File: src/rtl/cpu_run_ctrl.sv
`default_nettype none
// cpu_run_ctrl: run/step/halt sequencer issuing a one-cycle CPU clock enable, CPU reset and cycle count.
// Optional macro CPU_STEP_DEBOUNCE_EN: step press accepted after a debounced low instead of a raw edge.
module cpu_run_ctrl #(
    parameter int FAST_DIV        = 256,
    parameter int SLOW_DIV        = 16777216,
    parameter int RST_CYCLES      = 16,
    parameter int DEBOUNCE_CYCLES = 500000
) (
    input  logic        iCLK,
    input  logic        iRST_n,
    input  logic [1:0]  iMODE,
    input  logic        iSTEP_n,
    input  logic        iMANUAL_RST,
    input  logic        iHLT,
    output logic        oCPU_EN,
    output logic        oCPU_RST_n,
    output logic [31:0] oCYCLES,
    output logic [1:0]  oSTATE
);

    typedef enum logic [1:0] {
        ST_RST_HOLD = 2'd0,
        ST_RUN      = 2'd1,
        ST_HALTED   = 2'd2
    } state_t;

    localparam logic [1:0] MODE_FAST  = 2'b00;
    localparam logic [1:0] MODE_SLOW  = 2'b01;
    localparam logic [1:0] MODE_STEP  = 2'b10;

    localparam int MAX_DIV = (FAST_DIV > SLOW_DIV) ? FAST_DIV : SLOW_DIV;
    localparam int TW      = $clog2(MAX_DIV);
    localparam int HW      = $clog2(RST_CYCLES + 1);

    localparam logic [TW-1:0] C_FAST_LAST = TW'(FAST_DIV - 1);
    localparam logic [TW-1:0] C_SLOW_LAST = TW'(SLOW_DIV - 1);
    localparam logic [HW-1:0] C_HOLD_INIT = HW'(RST_CYCLES);
    localparam logic [HW-1:0] C_HOLD_LAST = HW'(1);

    logic [1:0]    mode_s1_q, mode_s2_q;
    logic          step_s1_q, step_s2_q;
    logic          mrst_s1_q, mrst_s2_q;

    state_t        state_q, state_d;
    logic [HW-1:0] hold_q, hold_d;
    logic [TW-1:0] tick_q, tick_d;
    logic          en_q, en_d;
    logic [31:0]   cycles_q, cycles_d;

    logic          press;
    logic          mode_chg;
    logic          fire;

    always_ff @(posedge iCLK) begin
        if (!iRST_n) begin
            mode_s1_q <= 2'b00;
            mode_s2_q <= 2'b00;
            step_s1_q <= 1'b1;
            step_s2_q <= 1'b1;
            mrst_s1_q <= 1'b0;
            mrst_s2_q <= 1'b0;
        end else begin
            mode_s1_q <= iMODE;
            mode_s2_q <= mode_s1_q;
            step_s1_q <= iSTEP_n;
            step_s2_q <= step_s1_q;
            mrst_s1_q <= iMANUAL_RST;
            mrst_s2_q <= mrst_s1_q;
        end
    end

    // Clearing on the edge where the synchronised mode takes its new value.
    assign mode_chg = (mode_s1_q != mode_s2_q);

`ifdef CPU_STEP_DEBOUNCE_EN
    localparam int DBW = $clog2(DEBOUNCE_CYCLES + 1);
    localparam logic [DBW-1:0] C_DB_LAST = DBW'(DEBOUNCE_CYCLES - 1);

    logic [DBW-1:0] db_cnt_q, db_cnt_d;
    logic           db_lvl_q, db_lvl_d;

    always_comb begin
        db_cnt_d = '0;
        db_lvl_d = db_lvl_q;
        press    = 1'b0;
        if (step_s2_q != db_lvl_q) begin
            if (db_cnt_q == C_DB_LAST) begin
                db_lvl_d = step_s2_q;
                press    = ~step_s2_q;
            end else begin
                db_cnt_d = db_cnt_q + 1'b1;
            end
        end
    end

    always_ff @(posedge iCLK) begin
        if (!iRST_n) begin
            db_cnt_q <= '0;
            db_lvl_q <= 1'b1;
        end else begin
            db_cnt_q <= db_cnt_d;
            db_lvl_q <= db_lvl_d;
        end
    end
`else
    logic step_prev_q;

    assign press = step_prev_q & ~step_s2_q;

    always_ff @(posedge iCLK) begin
        if (!iRST_n) begin
            step_prev_q <= 1'b1;
        end else begin
            step_prev_q <= step_s2_q;
        end
    end
`endif

    always_comb begin
        state_d  = state_q;
        hold_d   = hold_q;
        tick_d   = tick_q;
        en_d     = 1'b0;
        cycles_d = cycles_q;
        fire     = 1'b0;
        case (state_q)
            ST_RST_HOLD: begin
                tick_d = '0;
                if (mrst_s2_q) begin
                    hold_d   = C_HOLD_INIT;
                    cycles_d = '0;
                end else if (hold_q == C_HOLD_LAST) begin
                    hold_d  = '0;
                    state_d = ST_RUN;
                end else begin
                    hold_d = hold_q - 1'b1;
                end
            end
            ST_RUN: begin
                if (mrst_s2_q) begin
                    state_d  = ST_RST_HOLD;
                    hold_d   = C_HOLD_INIT;
                    cycles_d = '0;
                    tick_d   = '0;
                end else begin
                    if (mode_chg) begin
                        tick_d = '0;
                    end else if (mode_s2_q == MODE_FAST) begin
                        fire   = (tick_q == C_FAST_LAST);
                        tick_d = fire ? '0 : tick_q + 1'b1;
                    end else if (mode_s2_q == MODE_SLOW) begin
                        fire   = (tick_q == C_SLOW_LAST);
                        tick_d = fire ? '0 : tick_q + 1'b1;
                    end
                    if (mode_s2_q == MODE_STEP) begin
                        fire = press;
                    end
                    // Halt suppresses any enable due on the same cycle.
                    if (iHLT) begin
                        state_d = ST_HALTED;
                    end else if (fire) begin
                        en_d     = 1'b1;
                        cycles_d = (cycles_q == 32'hFFFF_FFFF) ? cycles_q : cycles_q + 32'd1;
                    end
                end
            end
            ST_HALTED: begin
                tick_d = '0;
                if (mrst_s2_q) begin
                    state_d  = ST_RST_HOLD;
                    hold_d   = C_HOLD_INIT;
                    cycles_d = '0;
                end
            end
            default: begin
                state_d = ST_RST_HOLD;
                hold_d  = C_HOLD_INIT;
            end
        endcase
    end

    always_ff @(posedge iCLK) begin
        if (!iRST_n) begin
            state_q  <= ST_RST_HOLD;
            hold_q   <= C_HOLD_INIT;
            tick_q   <= '0;
            en_q     <= 1'b0;
            cycles_q <= '0;
        end else begin
            state_q  <= state_d;
            hold_q   <= hold_d;
            tick_q   <= tick_d;
            en_q     <= en_d;
            cycles_q <= cycles_d;
        end
    end

    assign oCPU_EN    = en_q;
    assign oCPU_RST_n = (state_q != ST_RST_HOLD);
    assign oCYCLES    = cycles_q;
    assign oSTATE     = state_q;

endmodule
`default_nettype wire

File: config.mk
export PLATFORM = sky130hd
export DESIGN_NAME = cpu_run_ctrl
export DESIGN_NICKNAME = d
export VERILOG_FILES = /design/src/rtl/cpu_run_ctrl.sv
export SDC_FILE = /design/constraint.sdc
export NUM_CORES = 1
export LEC_CHECK = 0
export CAP_MARGIN = 20
export CORE_ASPECT_RATIO = 1.4
export CORE_UTILIZATION = 26
export DETAILED_ROUTE_END_ITERATION = 10
export GPL_TIMING_DRIVEN = 0
export PLACE_DENSITY = 0.45
export SLEW_MARGIN = 20
export SYNTH_ARGS = -nofsm -noshare
export SYNTH_HDL_FRONTEND = slang
export SYNTH_SLANG_ARGS = --single-unit
File: constraint.sdc
create_clock -name iCLK -period 3.23 [get_ports iCLK]
set_input_delay 0.646 -clock iCLK [delete_from_list [all_inputs] [get_ports iCLK]]
set_output_delay 0.646 -clock iCLK [all_outputs]
set_load 0.01 [all_outputs]
# After elaboration in Yosys (flattened, before gate mapping)
# Cells that the tools add are included.
[totals]
word_cells = 78
mem_bits_ro = 0
memories = 0
input_bits = 7
output_inout_bits = 36
ram_bits = 0
ff_bits = 73
latchBits = 0
[op_classes]
magnitude_cmp = 0
reduce_logical = 10
multipliers = 0
n_shift = 0
muxes = 30
eq_ne = 19
bitwise = 4
addsub = 3
n_div = 0
[op_table]
columns = ["op", "n"]
rows = [
  ["2-to-1 mux 32 bit", 5],
  ["2-to-1 mux 24 bit", 6],
  ["case mux 32 bit (2 select lines)", 1],
  ["case mux 24 bit (2 select lines)", 1],
  ["adder 32 x 1 -> 32 bit, second input constant", 1],
  ["equality test 32 bit, second input constant", 1],
  ["adder 24 x 1 -> 24 bit, second input constant", 1],
  ["equality test 24 bit, second input constant", 1],
  ["equality test 24 x 8 -> 1 bit, second input constant", 1],
  ["2-to-1 mux 5 bit", 3],
  ["!= test 3 bit, second input constant", 4],
  ["2-to-1 mux 2 bit", 5],
  ["case mux 5 bit (2 select lines)", 1],
  ["2-to-1 mux 1 bit", 7],
  ["!= test 2 bit, second input constant", 3],
  ["case mux 2 bit (3 select lines)", 1],
  ["equality test 5 x 1 -> 1 bit, second input constant", 1],
  ["!= test 5 bit, second input constant", 1],
  ["AND reduction 5 bit", 1],
  ["subtractor 5 x 1 -> 5 bit, second input constant", 1],
  ["equality test 2 x 1 -> 1 bit, second input constant", 2],
  ["equality test 2 bit, second input constant", 2],
  ["zero test 2 bit", 2],
  ["!= test 2 x 1 -> 1 bit, second input constant", 2],
  ["other kinds (8)", 12],
]

# Depth between registers and ports, before layout
[logic_depth]
word_depth = 11
depth_mapped = 11
ltp_nobuf = 8

# Worst setup path after synthesis
# OpenSTA, ideal clock, no wires.
[synth_path]
path_kind = "reg-to-reg"
start = "register state_q[1] (netlist: oSTATE[1])"
end = "register tick_q[21]"
required_ns = 3.113
path_stages_with_launch = 10
path_slack_ns = 0.809
setup_time_ns = 0.117
n_path_buf = 1
arrival_ns = 2.304
synth_period_minus_slack_ns = 2.421
path_cell_list = "dfxtp_1 inv_1 ha_1 and4b_1 a2111oi_4 and4_1 buf_2 or3b_2 xnor2_1 nor2_1"
[synth_via]
elab_chain_len = 4
elab_cells_between_ends = 8
classes_between = "eq/ne: 3; mux: 1; reduce/logical: 4"
[synth_lines]
columns = ["element", "line_no", "rtl"]
rows = [
  ["from (decl)", "45", "state_t state_q, state_d;"],
  ["from (signal assigned)", "191", "state_q <= state_d;"],
  ["equality test 2 bit or zero test 2 bit (tied branches)", "127", "case (state_q)"],
  ["OR reduction 2 bit (no source line)", "-", ""],
  ["nonzero test 2 bit (no source line)", "-", ""],
  ["AND reduction 2 bit (no source line)", "-", ""],
  ["to (signal assigned)", "193", "tick_q <= tick_d;"],
  ["to (decl)", "47", "logic [TW-1:0] tick_q, tick_d;"],
]
# Several ways; a longest one is shown, not always the timed one.
# A chain may end at the register's enable or synchronous reset.

# Worst setup path after layout
[layout_path]
start = "register cycles_q[6] (netlist: oCYCLES[6])"
end = "register cycles_q[4] (netlist: oCYCLES[4])"
[layout_via]
elab_chain_len = 3
[layout_lines]
columns = ["element", "line_no", "rtl"]
rows = [
  ["from (decl)", "49", "logic [31:0] cycles_q, cycles_d;"],
  ["from (signal assigned)", "195", "cycles_q <= cycles_d;"],
  ["equality test 32 bit", "164", "cycles_d = (cycles_q == 32'hFFFF_FFFF) ? cycles_q : cycles_q + 32'd1;"],
  ["!= test 3 bit (no source line)", "-", ""],
  ["AND reduction 5 bit (no source line)", "-", ""],
]
# No other way between the ends.

==> results.py <==
metrics = {
    "status": {
        "status": "completed",
    },
    "yosys": {
        "seq_area_frac_synth_pct": 36.6,
        "yosys_most_used_dff": "dfxtp_1",
        "synth_edf_count": 0,
        "avgSynthCellArea_um2": 8.04,
        "postSynthCellCount": 497,
        "synth_nets": 512,
        "syn_area_mm2": 0.00400,
        "synth.yosys.warnings": 0,
        "ys_seq_elements": 73,
        "ys_async_sr_fraction_pct": 0,
        "yosys.cell_types.count": 54,
    },
    "setup_path": {
        "critical_path_required_ps": 3430,
        "arrival_ps": 3180,
        "cp-end-kind": "flip-flop",
        "path_max_fanout": 10,
        "path_class": "flip-flop to flip-flop",
        "startpoint_type": "flip-flop",
    },
    "layout": {
        "fillers": 1633,
        "finalNetCount": 565,
        "syn2layout_area_growth_pct": 25.3,
        "regArea_mm2": 0.00146,
        "layout-drive-gt1-share_pct": 7.39,
        "antenna_cells": 0,
        "multiInputGateArea_mm2": 0.00238,
        "final_cell_count_no_fill": 747,
    },
    "clock_network": {
        "root_buffer": "clkbuf_16",
        "cts.sinks": 73,
        "clk_latency_ps": 340,
        "cts_made_buffers": 9,
        "post_cts_buffers": 0,
        "cts_buffer_depth": 2,
        "cts_tree": "done",
        "clk_pin_slew_ps": 60,
        "htreeDepth": 3,
    },
    "floorplanning": {
        "start_util_pct": 26.7,
        "core_mm2": 0.0150,
        "fp.dieH_um": 149,
        "ios": 43,
        "die_w_um": 107,
        "dieArea_mm2": 0.0159,
        "rows": 53,
    },
    "sta": {
        "final_max_slew_viol_count": 0,
        "fin_skew_ps": 9.78,
        "worst_pin_slew_ps": 677,
        "whs_ps": 411,
        "period_share_pct": 92.2,
        "rsz0062_at_grt": "false",
        "setup_ws_ps": 252,
        "finalSetupViolCount": 0,
        "max_freq_mhz": 336,
        "fin_setup_tns_ps": 0,
        "report.final.hold_viol_count": 0,
        "layout_min_cycle_time_ps": 2980,
        "maxSlewHeadroom_pct": 54.9,
    },
    "drt": {
        "wl_met2_um": 7030,
        "dr.pass1.iters": 5,
        "via_count": 4065,
        "final_antenna_net_count": 0,
        "wl_met1_um": 5760,
        "drtIter0Drc": 204,
        "post_drt_wl_per_cell_um": 18.3,
        "top_layer": "met4",
        "drc": 0,
        "wl_met3_um": 578,
        "avgViaCountPerCell": 5.44,
        "wl_um": 13700,
    },
    "power": {
        "switching_power_mw": 1.10,
        "totalPowerFinal_mw": 3.07,
        "combPwrFrac_pct": 30.4,
        "seqPwrFrac_pct": 32.4,
        "internal-power_mw": 1.97,
        "leakagePower_nw": 1.62,
        "p_sw_share_pct": 35.7,
        "power_density_mw_per_mm2": 613,
        "pwr-share-clk_pct": 37.2,
        "vdd_drop_max_uv": 251,
    },
    "place": {
        "numPortBuffers": 42,
        "place_congestion": 0.854,
        "place_ws_ps": 131,
        "hpwl_um": 9700,
        "dp_cells": 731,
    },
    "grt": {
        "grt_pass1_vias": 3978,
        "grt_usage_pct": 17.6,
        "grt.overflow.total": 0,
        "grt_pass1_wl_um": 21500,
        "antenna_found_initial": 0,
        "grt_max_degree": 15,
    },
    "flow_run": {
        "drv_cap": 0,
    },
    "hold_path": {
        "hold_path_class": "flip-flop to flip-flop",
    },
}
cells in the final DEF, fill, tap and decap left out, types with 9 or more instances in the layout:
cell | netlist | routed
nand2_1 | 39 | 39
clkbuf_1 | 19 | 19
inv_1 | 13 | 13
nor3_1 | 17 | 16
buf_2 | 9 | 9
clkbuf_16 | 0 | 9
nor4_1 | 9 | 9
and4_1 | 11 | 11
and3_1 | 15 | 15
clkdlybuf4s50_1 | 0 | 42
nand4b_1 | 11 | 11
nand4_1 | 17 | 17
nor2_1 | 46 | 46
dfxtp_1 | 73 | 73
o21ai_0 | 37 | 37
xnor2_1 | 13 | 13
nand3_1 | 32 | 32
a21oi_1 | 32 | 32
path summary, 6_finish.rpt:
| path | start | end | slack [ps] | depth (start not counted) |
|---|---|---|---|---|
| max | oCYCLES[6] | oCYCLES[4] | 250 | 9 |
| min | step_s1_q | step_s2_q | 410 | 1 |
| max reg2reg | oCYCLES[6] | oCYCLES[4] | 250 | 9 |
| min reg2reg | step_s1_q | step_s2_q | 410 | 1 |
routing by layer:
layer  GRT usage, %  vias to the layer above
met4           7.67                        0
met5              0                        -
met2           30.9                      124
li1               -                     1957
met1           20.9                     1965
met3           3.20                       19
area by class of cell:
| type | instances | share of cell area (%) |
|---|---|---|
| Buffer | 28 | 2.32 |
| Clock buffer | 10 | 4.77 |
| Clock inverter | 6 | 1.95 |
| Inverter | 13 | 0.975 |
| Multi-Input combinational cell | 383 | 47.6 |
| Sequential cell | 73 | 29.2 |
| Tap cell | 192 | 4.80 |
| Timing Repair Buffer | 42 | 8.40 |
Yosys cell counts, types with 9 or more instances:
cell,instances,area share [%]
nand2_1,39,3.7
nor2_1,46,4.3
dfxtp_1,73,37
buf_2,9,1.1
and4_1,11,2.4
nand3_1,32,4.0
nor4_1,9,1.4
clkbuf_1,19,1.8
inv_1,13,1.2
o21ai_0,37,4.6
a21oi_1,32,4.0
and3_1,15,2.3
nand4b_1,11,2.4
xnor2_1,13,2.9
nand4_1,17,2.7
nor3_1,17,2.1
cell families after synthesis:
family / Yosys count / share of synthesized area [%]
buffers and inverters: 41 / 4.13
muxes: 3 / 0.783
and+or+nand+nor: 228 / 31.2
AOI/OAI and AO/OA: 123 / 20.2
adders and majority gates: 8 / 2.51
xor gates and xnor gates: 21 / 4.60
DFF: 73 / 36.6
registers in the layout, summed over array words and instances (netlist names):
register     cells
step_s1_q        1
step_s2_q        1
oCYCLES         32
mrst_s1_q        1
tick_q          24
mrst_s2_q        1
mode_s2_q        2
mode_s1_q        2
step_prev_q      1
oSTATE           2
hold_q           5
oCPU_EN          1
power by group through the flow:
| stage | sequential [mW] | clock [mW] | combinational, mW |
|---|---|---|---|
| 5_1_grt | 1.00 | 1.21 | 1.04 |
| 2_1_floorplan | 1.01 | 0 | 0.623 |
| 4_1_cts | 0.994 | 1.17 | 0.931 |
| 6_report | 0.994 | 1.14 | 0.931 |
| 3_5_place_dp | 1.01 | 0 | 0.927 |
| 3_3_place_gp | 1.01 | 0 | 0.917 |
metrics by stage:
| step | util (%) | area (um^2) |
|---|---|---|
| global placement | 31.1 | 4660 |
| global route | 33.4 | 5010 |
| detailed placement | 31.1 | 4660 |
| finish | 33.4 | 5010 |
| CTS | 33.3 | 5000 |
| floorplan | - | 4000 |
critical path, cell delays in order (launching register included):
cell and delay (ps):
dfxtp_1 440, and4_1 300, clkbuf_1 280, nand4_2 380, o31ai_4 570, nor2_1 160
buf_2 250, buf_2 240, nand4b_1 140, a21oi_1 80
timing repair:
item,in CTS,in global routing
hold endpoints to repair,0,0
hold buffers,0,0
setup endpoints to repair,0,10
resized for setup,0,1
No activity file was read; power rests on OpenSTA's default activity.
